**src/rtl/register_file.sv**
```systemverilog
// Architectural integer register file with write-to-read bypass and a
// per-register pending-write scoreboard that stalls decode on unresolved operands.
module register_file #(
  parameter int NUM_REGS  = 32,
  parameter int DATA_SIZE = 32,
  parameter int PEND_W    = 2
) (
  input  logic                        i_aclk,
  input  logic                        i_areset_n,
  input  logic                        i_wb_regwrite,
  input  logic [$clog2(NUM_REGS)-1:0] i_wb_rdest,
  input  logic signed [DATA_SIZE-1:0] i_wb_data,
  input  logic                        i_wb_release,
  input  logic [$clog2(NUM_REGS)-1:0] i_rs1,
  input  logic [$clog2(NUM_REGS)-1:0] i_rs2,
  output logic signed [DATA_SIZE-1:0] o_rs1_data,
  output logic signed [DATA_SIZE-1:0] o_rs2_data,
  input  logic                        i_issue_valid,
  input  logic                        i_issue_rs1_used,
  input  logic                        i_issue_rs2_used,
  input  logic                        i_issue_regwrite,
  input  logic [$clog2(NUM_REGS)-1:0] i_issue_rdest,
  output logic                        o_stall,
  output logic                        o_sb_error
);

  localparam int AW = $clog2(NUM_REGS);

  logic signed [DATA_SIZE-1:0] r_regs [NUM_REGS];
  logic [PEND_W-1:0]           r_cnt  [NUM_REGS];
  logic                        r_sb_error;

  logic [NUM_REGS-1:0]         w_rel;
  logic [NUM_REGS-1:0]         w_inc;
  logic [NUM_REGS-1:0]         w_pend;
  logic [PEND_W-1:0]           w_cnt_nxt [NUM_REGS];
  logic                        w_err;
  logic                        w_rs1_hazard;
  logic                        w_rs2_hazard;
  logic                        w_rd_full;
  logic                        w_accept;
  logic                        w_wr_en;

  assign w_wr_en = i_wb_regwrite && (i_wb_rdest != '0);

  // Read ports: address 0 is hardwired zero, otherwise bypass a same-cycle write
  always_comb begin
    o_rs1_data = '0;
    if (i_rs1 != '0) begin
      if (w_wr_en && (i_wb_rdest == i_rs1)) o_rs1_data = i_wb_data;
      else                                   o_rs1_data = r_regs[i_rs1];
    end
  end

  always_comb begin
    o_rs2_data = '0;
    if (i_rs2 != '0) begin
      if (w_wr_en && (i_wb_rdest == i_rs2)) o_rs2_data = i_wb_data;
      else                                   o_rs2_data = r_regs[i_rs2];
    end
  end

  // Effective pending (count minus this cycle's release) is positive, computed without wrap
  always_comb begin
    w_rel  = '0;
    w_pend = '0;
    for (int unsigned r = 1; r < NUM_REGS; r++) begin
      w_rel[r]  = i_wb_release && (i_wb_rdest == AW'(r));
      w_pend[r] = (r_cnt[r] != '0) &&
                  ((r_cnt[r] != PEND_W'(1)) || !w_rel[r]);
    end
  end

  always_comb begin
    w_rs1_hazard = i_issue_rs1_used && (i_rs1 != '0) && w_pend[i_rs1];
    w_rs2_hazard = i_issue_rs2_used && (i_rs2 != '0) && w_pend[i_rs2];
    w_rd_full    = i_issue_regwrite && (i_issue_rdest != '0) &&
                   (r_cnt[i_issue_rdest] == '1);
    o_stall      = i_issue_valid && (w_rs1_hazard || w_rs2_hazard || w_rd_full);
    w_accept     = i_issue_valid && !o_stall;
  end

  always_comb begin
    w_inc = '0;
    w_err = 1'b0;
    for (int unsigned r = 0; r < NUM_REGS; r++) begin
      w_cnt_nxt[r] = r_cnt[r];
    end
    for (int unsigned r = 1; r < NUM_REGS; r++) begin
      w_inc[r] = w_accept && i_issue_regwrite && (i_issue_rdest == AW'(r));
      case ({w_inc[r], w_rel[r]})
        2'b10:   w_cnt_nxt[r] = r_cnt[r] + PEND_W'(1);
        2'b01: begin
          if (r_cnt[r] == '0) w_err = 1'b1;
          else                w_cnt_nxt[r] = r_cnt[r] - PEND_W'(1);
        end
        default: w_cnt_nxt[r] = r_cnt[r];
      endcase
    end
  end

  always_ff @(posedge i_aclk or negedge i_areset_n) begin
    if (!i_areset_n) begin
      for (int unsigned r = 0; r < NUM_REGS; r++) begin
        r_regs[r] <= '0;
        r_cnt[r]  <= '0;
      end
      r_sb_error <= 1'b0;
    end else begin
      if (w_wr_en) r_regs[i_wb_rdest] <= i_wb_data;
      for (int unsigned r = 0; r < NUM_REGS; r++) begin
        r_cnt[r] <= w_cnt_nxt[r];
      end
      if (w_err) r_sb_error <= 1'b1;
    end
  end

  assign o_sb_error = r_sb_error;

endmodule

```
**config.mk**
```make
export PLATFORM = sky130hd
export DESIGN_NAME = register_file
export DESIGN_NICKNAME = d
export VERILOG_FILES = /design/src/rtl/register_file.sv
export SDC_FILE = /design/constraint.sdc
export NUM_CORES = 2
export LEC_CHECK = 0
export BUFFER_PORTS_ARGS = -buffer_cell sky130_fd_sc_hd__buf_4
export CORE_MARGIN = 5
export CORE_UTILIZATION = 55
export CTS_BUF_LIST = sky130_fd_sc_hd__clkbuf_16
export DETAILED_ROUTE_END_ITERATION = 10
export MAX_ROUTING_LAYER = met4
export PLACE_DENSITY_LB_ADDON = 0.15
export SYNTH_ARGS = -nofsm -noshare
export SYNTH_HDL_FRONTEND = slang
export SYNTH_SLANG_ARGS = --single-unit
```
**constraint.sdc**
```tcl
create_clock -name i_aclk -period 4.1 [get_ports i_aclk]
set_input_delay 0.205 -clock i_aclk [delete_from_list [all_inputs] [get_ports i_aclk]]
set_output_delay 0.205 -clock i_aclk [all_outputs]
set_load 0.005 [all_outputs]
```
Yosys cells after proc, flatten, opt, wreduce, memory -nomap -nowiden --
Index checks and enable logic that the tools add are counted.
Storage, ports and cells: output and inout bits 66, latch bits 0, register bits after elaboration 1087, logic and storage cells 769, memories kept 0, bits in writable memories 0, bits of input ports 60, memory bits (read-only) 0
Operators by class: shift-type cells 0, magnitude comparators 7, bitwise operators 4, $add $sub $neg 62, multipliers 0, reduce and logical (&&, ||, !) cells 299, equal/unequal tests 189, mux-type cells 144, div/mod/pow operators 0
Operators by type and width (count):
- $bwmux 1024 | 1
- $bmux 32 s5 | 2
- $mux 32 | 9
- $demux 32 s5 | 1
- $eq 5x5->1 const B | 32
- $pmux 2 s2 | 31
- $reduce_bool 2->1 | 62
- $logic_and 1x1->1 | 106
- $eq 5x4->1 const B | 16
- $mux 2 | 33
- $eq 2x2->1 const B | 32
- $mux 1 | 64
- $add 2x1->2 const B | 31
- $eq 2x1->1 const B | 31
- $logic_not 2->1 | 31
- $ne 2x1->1 const B | 31
- $ne 2x2->1 const B | 31
- $reduce_and 2->1 | 31
- $sub 2x1->2 const B | 31
- $eq 5x3->1 const B | 8
- $logic_or 1x1->1 | 33
- $logic_not 1->1 | 32
- $ge 6x6->1 const B | 4
- $not 5->6 | 4
- other kinds (8) | 18

Longest topological paths before layout --
depth in word-level cells 77, gate-level depth with buffers 14, depth with buffers taken out 11

Worst setup path before layout --
OpenSTA, ideal clock, no wires.
path kind in2reg, start point in i_issue_rdest[0], end point reg r_cnt[7] (netlist bit), path buffers 4, slack 1.144 ns, required time 3.980 ns, stages on the path 13, library setup time 0.120 ns, data arrival time 2.836 ns, cell sequence buf_2 > buf_2 > mux4_2 > a22oi_1 > a22oi_1 > o21ai_1 > nand3_2 > buf_6 > or2_1 > buf_4 > o31ai_1 > a221oi_1 > a31o_2
On the way: cells in the longest elaborated chain, start to end 15, elaborated cells between the ends (all ways) 21, classes of those cells eq/ne (5); mux (4); bitwise (1); reduce/logical (11)
Ends and longest elaborated chain:
- from (decl) | line 22 | input logic [$clog2(NUM_REGS)-1:0] i_issue_rdest,
- $not 5->6 (not written as such) | line 78 | (r_cnt[i_issue_rdest] == '1);
- $bmux 2 s5 | line 78
- $mux 2 (not written as such) (2 in a row) | line 78
- $eq 2x2->1 | line 78
- $logic_and 1x1->1 | line 77 | w_rd_full = i_issue_regwrite && (i_issue_rdest != '0) &&
- $logic_or 1x1->1 | line 79 | o_stall = i_issue_valid && (w_rs1_hazard || w_rs2_hazard || w_rd_full);
- $logic_and 1x1->1 | line 79
- $logic_not 1->1 | line 80 | w_accept = i_issue_valid && !o_stall;
- $logic_and 1x1->1 | line 80
- $logic_and 1x1->1 | line 90 | w_inc[r] = w_accept && i_issue_regwrite && (i_issue_rdest == AW'(r));
- $logic_and 1x1->1 * | line 90
- $eq 2x1->1 / $eq 2x2->1 (equally long branches) | line 91 | case ({w_inc[r], w_rel[r]})
- $ne 2x2->1 (no source line) / $reduce_bool 2->1 (equally long branches)
- $reduce_and 2->1 (no source line)
- to (signal, indexed assignment) | line 112 | r_cnt[r] <= w_cnt_nxt[r];
- to (decl) | line 30 | logic [PEND_W-1:0] r_cnt [NUM_REGS];
Mark *: on every way between the ends. The rest lies on a longest branch, timed or not. The select of a mux whose other input is x is not followed. A chain may end at the register's enable or synchronous reset.

Worst setup path after layout --
start point reg r_cnt[33] (netlist bit), end point out o_stall
On the way: cells in the longest elaborated chain, start to end 9, elaborated cells between the ends (all ways) 18, classes of those cells eq/ne (2); mux (7); reduce/logical (9)
Ends and longest elaborated chain:
- $ne 2x1->1 | line 70 | ((r_cnt[r] != PEND_W'(1)) || !w_rel[r]);
- $logic_or 1x1->1 | line 70
- $logic_and 1x1->1 | line 69 | w_pend[r] = (r_cnt[r] != '0) &&
- $bmux 1 s5, on equally long branches | line 75, 76
- $mux 1, on equally long branches | line 75, 76
- $logic_and 1x1->1, on equally long branches | line 75, 76
- $logic_or 1x1->1 | line 79
- $logic_or 1x1->1 * | line 79
- $logic_and 1x1->1 * | line 79
- to (decl) | line 23 | output logic o_stall,
Marked as above.

==> results.json <==
{
  "cp-start-kind": "register",
  "drv_slew": 0,
  "post-route-period-util_pct": 91.8,
  "grt_antenna_before_repair": 4,
  "ff2ff_path_depth": 13,
  "cp_slowest_cell": "mux4_2",
  "worstSetupEndpointType": "output pin",
  "utilization_pct": 61.0,
  "path_buf_inv": 1,
  "path_delay_family": "simple AND/OR/NAND/NOR gates",
  "synthDistinctLibCells": 85,
  "grtUsageTotal_pct": 32.4,
  "cts.path.max_buffers": 3,
  "rows": 123,
  "netlist_area_sq_um": 61900,
  "yosys_warnings": 0,
  "nNetsFinal": 4396,
  "numPortBuffers": 125,
  "dp_hpwl_mm": 107,
  "ant_nets": 0,
  "slowest_delay_ns": 0.51,
  "grt_overflow": 0,
  "period_minus_slack_ns": 3.77,
  "hold_ws_ns": 0.0375,
  "yosysSeqAreaShare_pct": 43.9,
  "path_class": "reg -> out",
  "start_util_pct": 55.2,
  "setup_viol_count_final": 0,
  "tightestPinTransition_ns": 1.16,
  "status": "completed",
  "gp_congestion": 0.975,
  "grt_pass1_vias": 41800,
  "die_w_um": 346,
  "dp_slack_ns": 0.343,
  "layout.cells.non_filler": 5874,
  "htree_num_levels": 3,
  "drive_above_1_share_pct": 48.6,
  "finalHoldViolCount": 0,
  "clockRootBuffer": "clkbuf_16",
  "drt_wl_total_mm": 189,
  "setup-tns-final_ns": 0,
  "synth_flop_cell": "dfrtp_1",
  "async_reset_ff_share_pct": 100,
  "core_sq_um": 112000,
  "slew_headroom_pct": 22.7,
  "maxCapViolations": 0,
  "synth.avg_cell_area_sq_um": 14.3,
  "peakVddDrop_mv": 0.377,
  "power_leakage_nw": 29.2,
  "dp_cells": 5629,
  "n_fill_cell": 8511,
  "ios": 126,
  "path_depth": 9,
  "fmax_mhz": 266,
  "avgRoutedWirePerCell_um": 32.1,
  "worstPathRequired_ns": 3.89,
  "r2r_setup_slack_ns": 0.53,
  "rsz0062_at_grt": "no",
  "synthCells": 4337,
  "routed_via_density": 6.96,
  "cts_buffers": 117,
  "cp.arrival_ns": 3.56,
  "yosysTopAreaCell": "dfrtp_1",
  "yosysTopAreaCellShare_pct": 43.9,
  "ys_top_cells_by_area": "dfrtp_1 44%, mux4_2 22%, mux2_2 18%, clkbuf_1 2.0%, mux2i_1 1.8%",
  "first_iter_violations": 4244,
  "synth_edf_count": 0,
  "cts.sinks": 1087,
  "crit_chain": "mux4_2 -> a22oi_1 -> o31a_1 -> a21oi_1 -> o21ai_1 -> nand3_4 -> or2_1 -> and2_1 -> buf_4",
  "crit_fanout": 12,
  "power_density_nw_per_um2": 482,
  "yosysMostFrequentCell": "dfrtp_1",
  "remaining_drc_errors": 0,
  "clk_latency_ns": 0.73,
  "syn2layout_area_growth_pct": 10.5,
  "cts_tree": "done",
  "die-area_sq_um": 119000,
  "postLayoutSetupSlackWorst_ns": 0.335,
  "grt_start_max_net_pins": 118,
  "grt_pass1_wl_mm": 283,
  "syn-num-nets": 4459,
  "path_clk_slew_ns": 0.06,
  "vias": 40900,
  "fin_skew_ns": 0.0261,
  "synthTopCellsByCount": "1,087 x dfrtp_1, 996 x mux2_2, 610 x mux4_2, 328 x clkbuf_1, 118 x a211oi_1",
  "die_height_um": 346,
  "synth.ff_latch_count": 1087,
  "dr.pass1.iters": 5,
  "hold_class": "in -> async"
}
## worst register-to-register path: cells and delay by family, from the launching register on
family | cells | cell delay (ns)
AOI/OAI and AO/OA | 5 | 1.04
adders and majority gates | 1 | 0.28
buffers and inverters | 3 | 0.53
DFF | 1 | 0.40
muxes | 1 | 0.29
and+or+nand+nor | 3 | 0.90
## where the power goes
| group | switching [mW] | internal (mW) |
|---|---|---|
| Clock | 4.58 | 5.43 |
| Combinational | 3.60 | 4.90 |
| Sequential | 1.66 | 12.9 |
| Total | 9.84 | 23.2 |
## through the flow
stage,power (mW),cell area [sq um]
2_1_floorplan,20.3,61900
3_3_place_gp,22.8,64600
3_5_place_dp,23.0,64600
4_1_cts,33.1,68400
5_1_grt,34.5,68400
6_report,33.0,68400
## placed cells by master (no fill, tap or decap), types with 8 or more instances in the layout
cell and n:
clkinv_2 28, dlygate4sd3_1 23, inv_1 106, ha_1 62, xnor2_1 35, a221oi_1 11, a21o_1 8, buf_4 230
nor2_1 99, nor2b_1 28, mux2_2 996, nand2_1 104, o21ai_0 32, a21oi_1 64, and2_1 35, a31o_2 15
nor2_4 12, mux4_2 610, buf_12 26, clkinv_1 27, nand4_1 10, a311oi_1 17, dfrtp_1 1087, nand3_1 37
clkbuf_16 117, and3_1 13, o21bai_1 8, o22ai_1 12, nor3_1 21, a31oi_1 40, a211oi_1 118, nand3_4 14
o31ai_1 26, mux2i_1 109
## metal layers
| metal | global-route usage [%] | vias to the layer above | routed length, um |
|---|---|---|---|
| li1 | - | 16700 | - |
| met1 | 45.6 | 22000 | 78800 |
| met2 | 49.1 | 1811 | 88200 |
| met3 | 5.99 | 398 | 15500 |
| met4 | 9.46 | 0 | 6100 |
| met5 | - | - | 0 |
## logic make-up after synthesis
| family | synth area share, % |
|---|---|
| DFF | 43.9 |
| and+or+nand+nor | 3.80 |
| buffers and inverters | 3.52 |
| xor gates and xnor gates | 0.580 |
| muxes | 42.0 |
| adders and majority gates | 1.25 |
| AOI/OAI and AO/OA | 4.90 |
## sequential cells by signal (all words and copies together), names as in the netlist
signal and cells:
r_regs 1024, o_sb_error 1, r_cnt 62
## final cells by class
cell class	instances	area, sq um	share of cell area [%]
Antenna cell	4	10.0	0.0146
Clock buffer	117	2930	4.28
Clock inverter	98	618	0.903
Inverter	87	332	0.484
Multi-Input combinational cell	2695	32900	48.1
Sequential cell	1087	27200	39.7
Tap cell	1500	1880	2.74
Timing Repair Buffer	286	2570	3.76
## repair_timing
| action | in CTS | in global routing |
|---|---|---|
| hold buffers | 23 | 0 |
| buffers inserted | 0 | 3 |
| resized for setup | 0 | 2 |
| setup endpoints to repair | 0 | 1 |
| hold endpoints to repair | 676 | 0 |
## final timing paths
path	from	endpoint
worst max-delay path	r_cnt[33]$_DFFE_PN0P_	o_stall
worst min-delay path	i_areset_n	r_cnt[55]$_DFFE_PN0P_
worst max register to register	r_cnt[55]$_DFFE_PN0P_	o_sb_error$_DFFE_PN0P_
worst min register to register	r_regs[1010]$_DFFE_PN0P_	r_regs[1010]$_DFFE_PN0P_
max in group asynchronous	i_areset_n	r_regs[535]$_DFFE_PN0P_
min in group i_aclk	i_wb_data[12]	r_regs[652]$_DFFE_PN0P_
No activity file was read; power rests on OpenSTA's default activity.
